===== config.mk =====
export PLATFORM = sky130hd
export DESIGN_NAME = mem_bus_arbiter
export DESIGN_NICKNAME = d
export VERILOG_FILES = /design/src/rtl/mem_bus_arbiter.sv
export SDC_FILE = /design/constraint.sdc
export NUM_CORES = 1
export LEC_CHECK = 0
export CAP_MARGIN = 5
export CORE_MARGIN = 5
export CORE_UTILIZATION = 30
export CTS_CLUSTER_DIAMETER = 80
export DETAILED_ROUTE_END_ITERATION = 16
export PLACE_DENSITY = 0.73
export SKIP_CTS_REPAIR_TIMING = 1
export SYNTH_ARGS = -nofsm -noshare
export SYNTH_HDL_FRONTEND = slang
export SYNTH_SLANG_ARGS = --single-unit

===== constraint.sdc =====
create_clock -name clk -period 1.7 [get_ports clk]
set_input_delay 0.17 -clock clk [delete_from_list [all_inputs] [get_ports clk]]
set_output_delay 0.17 -clock clk [all_outputs]
set_load 0.05 [all_outputs]

===== src/rtl/mem_bus_arbiter.sv =====
// Arbitrates one single-port synchronous memory between instruction fetch (IF) and load/store (D).
// Optional IF starvation guard is enabled with `define MEMARB_STARVE_GUARD_EN.
module mem_bus_arbiter #(
  parameter int AW         = 32,
  parameter int DW         = 32,
  parameter int RD_LAT     = 2,
  parameter int STARVE_MAX = 4
) (
  input  logic            clk,
  input  logic            resetn,
  input  logic            if_req,
  input  logic [AW-1:0]   if_addr,
  output logic            if_gnt,
  output logic            if_rvalid,
  output logic [DW-1:0]   if_rdata,
  input  logic            d_req,
  input  logic            d_we,
  input  logic [DW/8-1:0] d_be,
  input  logic [AW-1:0]   d_addr,
  input  logic [DW-1:0]   d_wdata,
  output logic            d_gnt,
  output logic            d_rvalid,
  output logic [DW-1:0]   d_rdata,
  output logic            mem_en,
  output logic            mem_we,
  output logic [DW/8-1:0] mem_be,
  output logic [AW-1:0]   mem_addr,
  output logic [DW-1:0]   mem_wdata,
  input  logic [DW-1:0]   mem_rdata,
  output logic            busy
);

  localparam int BW = DW / 8;
  localparam int CW = $clog2(RD_LAT + 1);
  localparam logic [CW-1:0] LAT_C = CW'(RD_LAT);
  localparam logic [CW-1:0] CNT_ONE = CW'(1);

  localparam logic [0:0] ST_IDLE = 1'b0;
  localparam logic [0:0] ST_WAIT = 1'b1;
  localparam logic OWN_IF = 1'b0;
  localparam logic OWN_D  = 1'b1;

  if (RD_LAT < 1 || RD_LAT > 4 || STARVE_MAX < 1) begin : g_bad_param
    $error("mem_bus_arbiter: RD_LAT must be 1..4 and STARVE_MAX >= 1");
  end

  logic [0:0]    state_q, state_d;
  logic [CW-1:0] cnt_q, cnt_d;
  logic          owner_q, owner_d;
  logic [DW-1:0] if_rdata_q, if_rdata_d;
  logic [DW-1:0] d_rdata_q, d_rdata_d;
  logic          idle;
  logic          if_win;
  logic          d_win;
  logic          rd_done;

  // Gating with resetn keeps every combinational output low while reset is held.
  assign idle    = resetn && (state_q == ST_IDLE);
  assign rd_done = (state_q == ST_WAIT) && (cnt_q == LAT_C);

`ifdef MEMARB_STARVE_GUARD_EN
  localparam int SW = $clog2(STARVE_MAX + 1);
  localparam logic [SW-1:0] STARVE_C = SW'(STARVE_MAX);

  logic [SW-1:0] starve_q, starve_d;
  logic          starve_hit;

  assign starve_hit = (starve_q == STARVE_C);

  always_comb begin
    if_win = 1'b0;
    d_win  = 1'b0;
    if (idle) begin
      if (if_req && (starve_hit || !d_req)) begin
        if_win = 1'b1;
      end else if (d_req) begin
        d_win = 1'b1;
      end
    end
  end

  always_comb begin
    starve_d = starve_q;
    if (!if_req || if_win) begin
      starve_d = '0;
    end else if (d_win && !starve_hit) begin
      starve_d = starve_q + SW'(1);
    end
  end

  always_ff @(posedge clk or negedge resetn) begin
    if (!resetn) begin
      starve_q <= '0;
    end else begin
      starve_q <= starve_d;
    end
  end
`else
  always_comb begin
    if_win = 1'b0;
    d_win  = 1'b0;
    if (idle) begin
      if (d_req) begin
        d_win = 1'b1;
      end else if (if_req) begin
        if_win = 1'b1;
      end
    end
  end
`endif

  assign if_gnt = if_win;
  assign d_gnt  = d_win;

  always_comb begin
    mem_en    = 1'b0;
    mem_we    = 1'b0;
    mem_be    = '0;
    mem_addr  = '0;
    mem_wdata = '0;
    if (d_win) begin
      mem_en    = 1'b1;
      mem_we    = d_we;
      mem_be    = d_we ? d_be : {BW{1'b1}};
      mem_addr  = d_addr;
      mem_wdata = d_wdata;
    end else if (if_win) begin
      mem_en    = 1'b1;
      mem_be    = {BW{1'b1}};
      mem_addr  = if_addr;
    end
  end

  // Read data is forwarded straight from memory in the rvalid cycle and held afterwards.
  assign if_rvalid = rd_done && (owner_q == OWN_IF);
  assign d_rvalid  = rd_done && (owner_q == OWN_D);
  assign if_rdata  = if_rvalid ? mem_rdata : if_rdata_q;
  assign d_rdata   = d_rvalid  ? mem_rdata : d_rdata_q;
  assign busy      = (state_q != ST_IDLE);

  always_comb begin
    state_d    = state_q;
    cnt_d      = cnt_q;
    owner_d    = owner_q;
    if_rdata_d = if_rvalid ? mem_rdata : if_rdata_q;
    d_rdata_d  = d_rvalid  ? mem_rdata : d_rdata_q;
    case (state_q)
      ST_IDLE: begin
        if ((d_win && !d_we) || if_win) begin
          state_d = ST_WAIT;
          cnt_d   = CNT_ONE;
          owner_d = d_win ? OWN_D : OWN_IF;
        end
      end
      ST_WAIT: begin
        if (rd_done) begin
          state_d = ST_IDLE;
          cnt_d   = '0;
        end else if (cnt_q != LAT_C) begin
          cnt_d = cnt_q + CNT_ONE;
        end
      end
      default: begin
        state_d = ST_IDLE;
        cnt_d   = '0;
      end
    endcase
  end

  always_ff @(posedge clk or negedge resetn) begin
    if (!resetn) begin
      state_q    <= ST_IDLE;
      cnt_q      <= '0;
      owner_q    <= OWN_IF;
      if_rdata_q <= '0;
      d_rdata_q  <= '0;
    end else begin
      state_q    <= state_d;
      cnt_q      <= cnt_d;
      owner_q    <= owner_d;
      if_rdata_q <= if_rdata_d;
      d_rdata_q  <= d_rdata_d;
    end
  end

endmodule


[Word-level counts from Yosys, hierarchy flattened]
Index checks and enable logic that the tools add are counted.
Storage, ports and cells
  register bits after elaboration: 68
  latch bits: 0
  RAM bits: 0
  ROM bits: 0
  bits of input ports: 137
  output and inout port bits: 139
  word-level logic and storage cells: 45
  memories kept: 0
Operators by class
  add/sub/neg operators: 1
  multiply operators: 0
  div/mod/pow operators: 0
  $lt $le $gt $ge: 0
  eq/ne operators: 4
  shift-type cells: 0
  multiplexer cells: 24
  bitwise logic cells: 2
  reductions and logical operators: 9
Operator list (number)
  $mux W32: 5
  $mux W4: 3
  $mux W1: 11
  $mux W2: 3
  $logic_and A1 B1 Y1: 5
  $pmux W2 S2: 1
  $reduce_and A2 Y1: 2
  $ne A3 B1 Y1 const B: 1
  $add A2 B1 Y2 const B: 1
  $eq A2 B2 Y1 const B: 1
  $ne A2 B1 Y1 const B: 1
  $ne A2 B2 Y1 const B: 1
  $not A1 Y1: 2
  $pmux W1 S2: 1
  $logic_not A1 Y1: 1
  $logic_or A1 B1 Y1: 1

[Longest topological paths before layout]
  depth in word-level cells: 7
  depth in mapped cells: 6

[Worst setup path before layout]
No wires, ideal clock.
  kind: register to output
  start: reg state_q, in the netlist busy
  end: out mem_wdata[10]
  arrival time: 1886 ps
  required time: 1530 ps
  slack: -356 ps
  stages on the path, launching flop included: 6
  path buffers: 3
  cells stage by stage: dfrtp_1 -> buf_6 -> and3b_2 -> buf_4 -> buf_2 -> and2_1
On the way
  longest elaborated chain between the ends: 4
RTL lines
  start: declaration: RTL line 47  | logic [0:0] state_q, state_d;
  start signal: assignment: RTL line 178  | state_q <= state_d;
  $not A1 Y1 (no source line)
  $logic_and A1 B1 Y1: RTL line 58  | assign idle = resetn && (state_q == ST_IDLE);
  $mux W1: RTL line 102  | if (idle) begin
  net d_gnt: RTL line 21  | output logic d_gnt,
  $mux W32: RTL line 121  | if (d_win) begin
  end: declaration: RTL line 28  | output logic [DW-1:0] mem_wdata,
The timed path passes the listed nets, and every way through them passes these cells.

[Worst setup path in the final report]
  start: reg cnt_q[0]
  end: out if_rdata[17]
On the way
  longest elaborated chain between the ends: 4
RTL lines
  start: declaration: RTL line 48  | logic [CW-1:0] cnt_q, cnt_d;
  start signal: assignment: RTL line 179  | cnt_q <= cnt_d;
  $eq A2 B2 Y1: RTL line 59  | assign rd_done = (state_q == ST_WAIT) && (cnt_q == LAT_C);
  $logic_and A1 B1 Y1: RTL line 59
  $logic_and A1 B1 Y1: RTL line 135  | assign if_rvalid = rd_done && (owner_q == OWN_IF);
  $mux W32
  end: declaration: RTL line 15  | output logic [DW-1:0] if_rdata,
No other way between the ends.

==> qor.txt <==
Status: finished, violations left
Violated checks: negative setup slack
Sequential area share after synthesis: 0.4996
Worst IR Drop VDD: 1.800 mV
Cell Area, Placed: 7865 um2
Placement row count: 39
P_sw: 7.453 mW
TritonRoute pass-1 iters: 4
Clk pwr share: 0.105
CP max stage cell: dfrtp_1
Seq pwr share: 0.157
Starting Density: 0.3021
P&R area growth vs syn: 158.2%
Antenna Violating Nets Remaining: 0
Height of the die: 116.6 um
Period minus WS final: 2.022 ns
Gpl congestion: 0.9035
Final Util: 0.7801
RSZ-0062 raised after global routing: true
Maxcap violations: 0
Slack of the critical path: -0.3223 ns
Initial antenna violation count: 3
Reg2reg end: if_rdata_q[19]
Post-DP HPWL: 13.10 mm
Slew headroom: 0.4428
Worst hold path type: in -> async
Synth warnings: 0
Post-Layout Cell Count: 699
Library cells used by synthesis: 27
Final Setup Violations: 137
Final WL: 18.12 mm
R2R Path Start: cnt_q[0]
Comb power frac: 0.737
Routed vias: 3386
Reg2Reg Setup Slack: 0.09 ns
Worst reg2reg path depth: 5
Final #Nets: 687
Die area: 13580 um2
Worst-path maximum fanout: 8
Syn avg cell area: 14.19 um2
Power Dens Cells: 1968 nW/um2
F_max: 494.5 MHz
Slew Limit Fails: 0
Crit end category: primary output
Overall power: 17.31 mW
# DRC: 0
Initial DRC count: 117
Routed len/inst: 25.92 um
Endpoints failing hold: 0
Netlist Area Pre-Place: 3406 um2
Commonest non-fill, non-tap cell in the layout: buf_12
Yosys reg bits: 68
CTS tree: done
Global-route wire length before repair: 22.60 mm
Worst Tran Pin Value: 0.8358 ns
Switch share: 0.4306
Layout cells sized above 1: 0.6108
Worst-path clk slew: 0.05 ns
CTS root buffer: clkbuf_16
Placed insts: 654
Number of CTS-inserted buffers: 9
Setup crit start kind: flop
P_leak: 3.894 nW
Number of global-route vias before repair: 3480
Routed vias/inst: 4.844
Fillers: 614
Crit path DAT: 1.85 ns
Setup Skew: 0.007934 ns
Core Region: 11270 um2
Max clock buf depth: 2
Largest net degree at the start of global routing: 65
Crit path cell chain: nor2b_4 -> and3_4 -> clkbuf_16 -> mux2_4 -> buf_12
DP Worst Slack: -0.08329 ns
Cell area after layout: 8793 um2
Clk sinks: 68
Top-level I/O count: 276
H-tree Lvls: 3
Gr ovfl total: 0
PortBufs: 275
Clock insertion delay at the later pin of the skew report: 0.33 ns
Synthesized instance count: 240
Syn_nets: 377
Worst Setup Path Type: reg -> out
Commonest cells after routing, fill and taps aside: buf_12 (143), clkdlybuf4s50_1 (135), dfrtp_1 (67), and2_4 (33), mux2_4 (33)
Gr usage total: 0.2304
Internal: 9.855 mW
CP max stage delay: 0.40 ns
Required time at the worst-slack endpoint: 1.53 ns
Die Width: 116.6 um
Final worst-path cycle share: 1.190
## layer usage
| layer | vias up | routed length [um] | GRT usage |
|---|---|---|---|
| met5 | - | 33 | 0 |
| met4 | 4 | 870 | 0.1246 |
| met3 | 42 | 1718 | 0.09223 |
| met2 | 175 | 9565 | 0.4088 |
| met1 | 1681 | 5932 | 0.2303 |
| li1 | 1484 | - | - |
## Yosys cell counts, drive strengths merged
master | n | area, um2
and3 | 1 | 11.26
nor2b | 1 | 13.76
o31a | 1 | 10.01
a21o | 4 | 30.03
and3b | 1 | 10.01
o21bai | 1 | 7.510
and2 | 33 | 206.5
o21ai | 1 | 5.000
nor3b | 1 | 18.77
buf | 17 | 171.4
dfrtp | 68 | 1702
nor2 | 3 | 11.26
nand2b | 1 | 13.76
mux2 | 64 | 829.6
a211oi | 2 | 27.53
o22ai | 1 | 6.260
inv | 4 | 15.01
or2b | 1 | 7.510
clkbuf | 2 | 7.510
nand3 | 1 | 10.01
a22o | 32 | 291.5
## how the worst max path moves through the flow
stage	start	endpoint	depth (start not counted)
after floorplan	busy	mem_addr[11]	5
after global placement	d_req	mem_addr[3]	5
after detailed placement	d_req	mem_addr[15]	5
after CTS	cnt_q[0]	if_rdata[0]	5
after global routing	cnt_q[0]	if_rdata[21]	5
final	cnt_q[0]	if_rdata[17]	5
## power by group through the flow
stage | clock network, mW | registers (mW) | logic [mW]
2_1_floorplan | 0 | 2.67 | 6.23
3_3_place_gp | 0 | 2.68 | 12.0
3_5_place_dp | 0 | 2.73 | 12.1
4_1_cts | 1.87 | 2.73 | 12.2
5_1_grt | 1.94 | 2.80 | 13.1
6_report | 1.83 | 2.72 | 12.8
## worst max-delay path: cells and delay by family, from the launching register on
kind                   cells  cell delay, ns
buffers and inverters      2            0.36
multiplexers               1            0.33
AND/OR/NAND/NOR            2            0.43
flip-flops                 1            0.40
## per-stage QoR
step | hold slack, ns | TNS [ns]
3_3_place_gp | 0.02228 | -1.954
2_1_floorplan | -0.1256 | -2.365
3_5_place_dp | 0.01618 | -3.960
5_1_grt | 0.2257 | -40.62
6_report | 0.1187 | -33.90
4_1_cts | -0.3378 | -30.05
## state kept, by name, summed over array words and instances (netlist names)
signal	flops
owner_q	1
d_rdata_q	32
busy	1
cnt_q	2
if_rdata_q	32
## final cells by class
cell class,instances,area [um2],area share
clock inverter,6,63.81,0.007257
tap,143,178.9,0.02035
clock buffer,10,229.0,0.02604
inverter,4,15.01,0.001707
antenna,1,2.502,0.0002846
timing repair buffer,318,4717,0.5364
sequential,68,1703,0.1937
multi-input combinational,149,1884,0.2143
## logic make-up (layout without fill, tap and decap cells)
group / Yosys count / in the layout / share of synthesized area
AOI/OAI and AO/OA: 42 / 42 / 0.1110
DFF: 68 / 68 / 0.4996
muxes: 64 / 64 / 0.2436
other: 0 / 1 / 0
and+or+nand+nor: 43 / 43 / 0.08891
buffers and inverters: 23 / 338 / 0.05694
(Power assumes the default switching activity.)
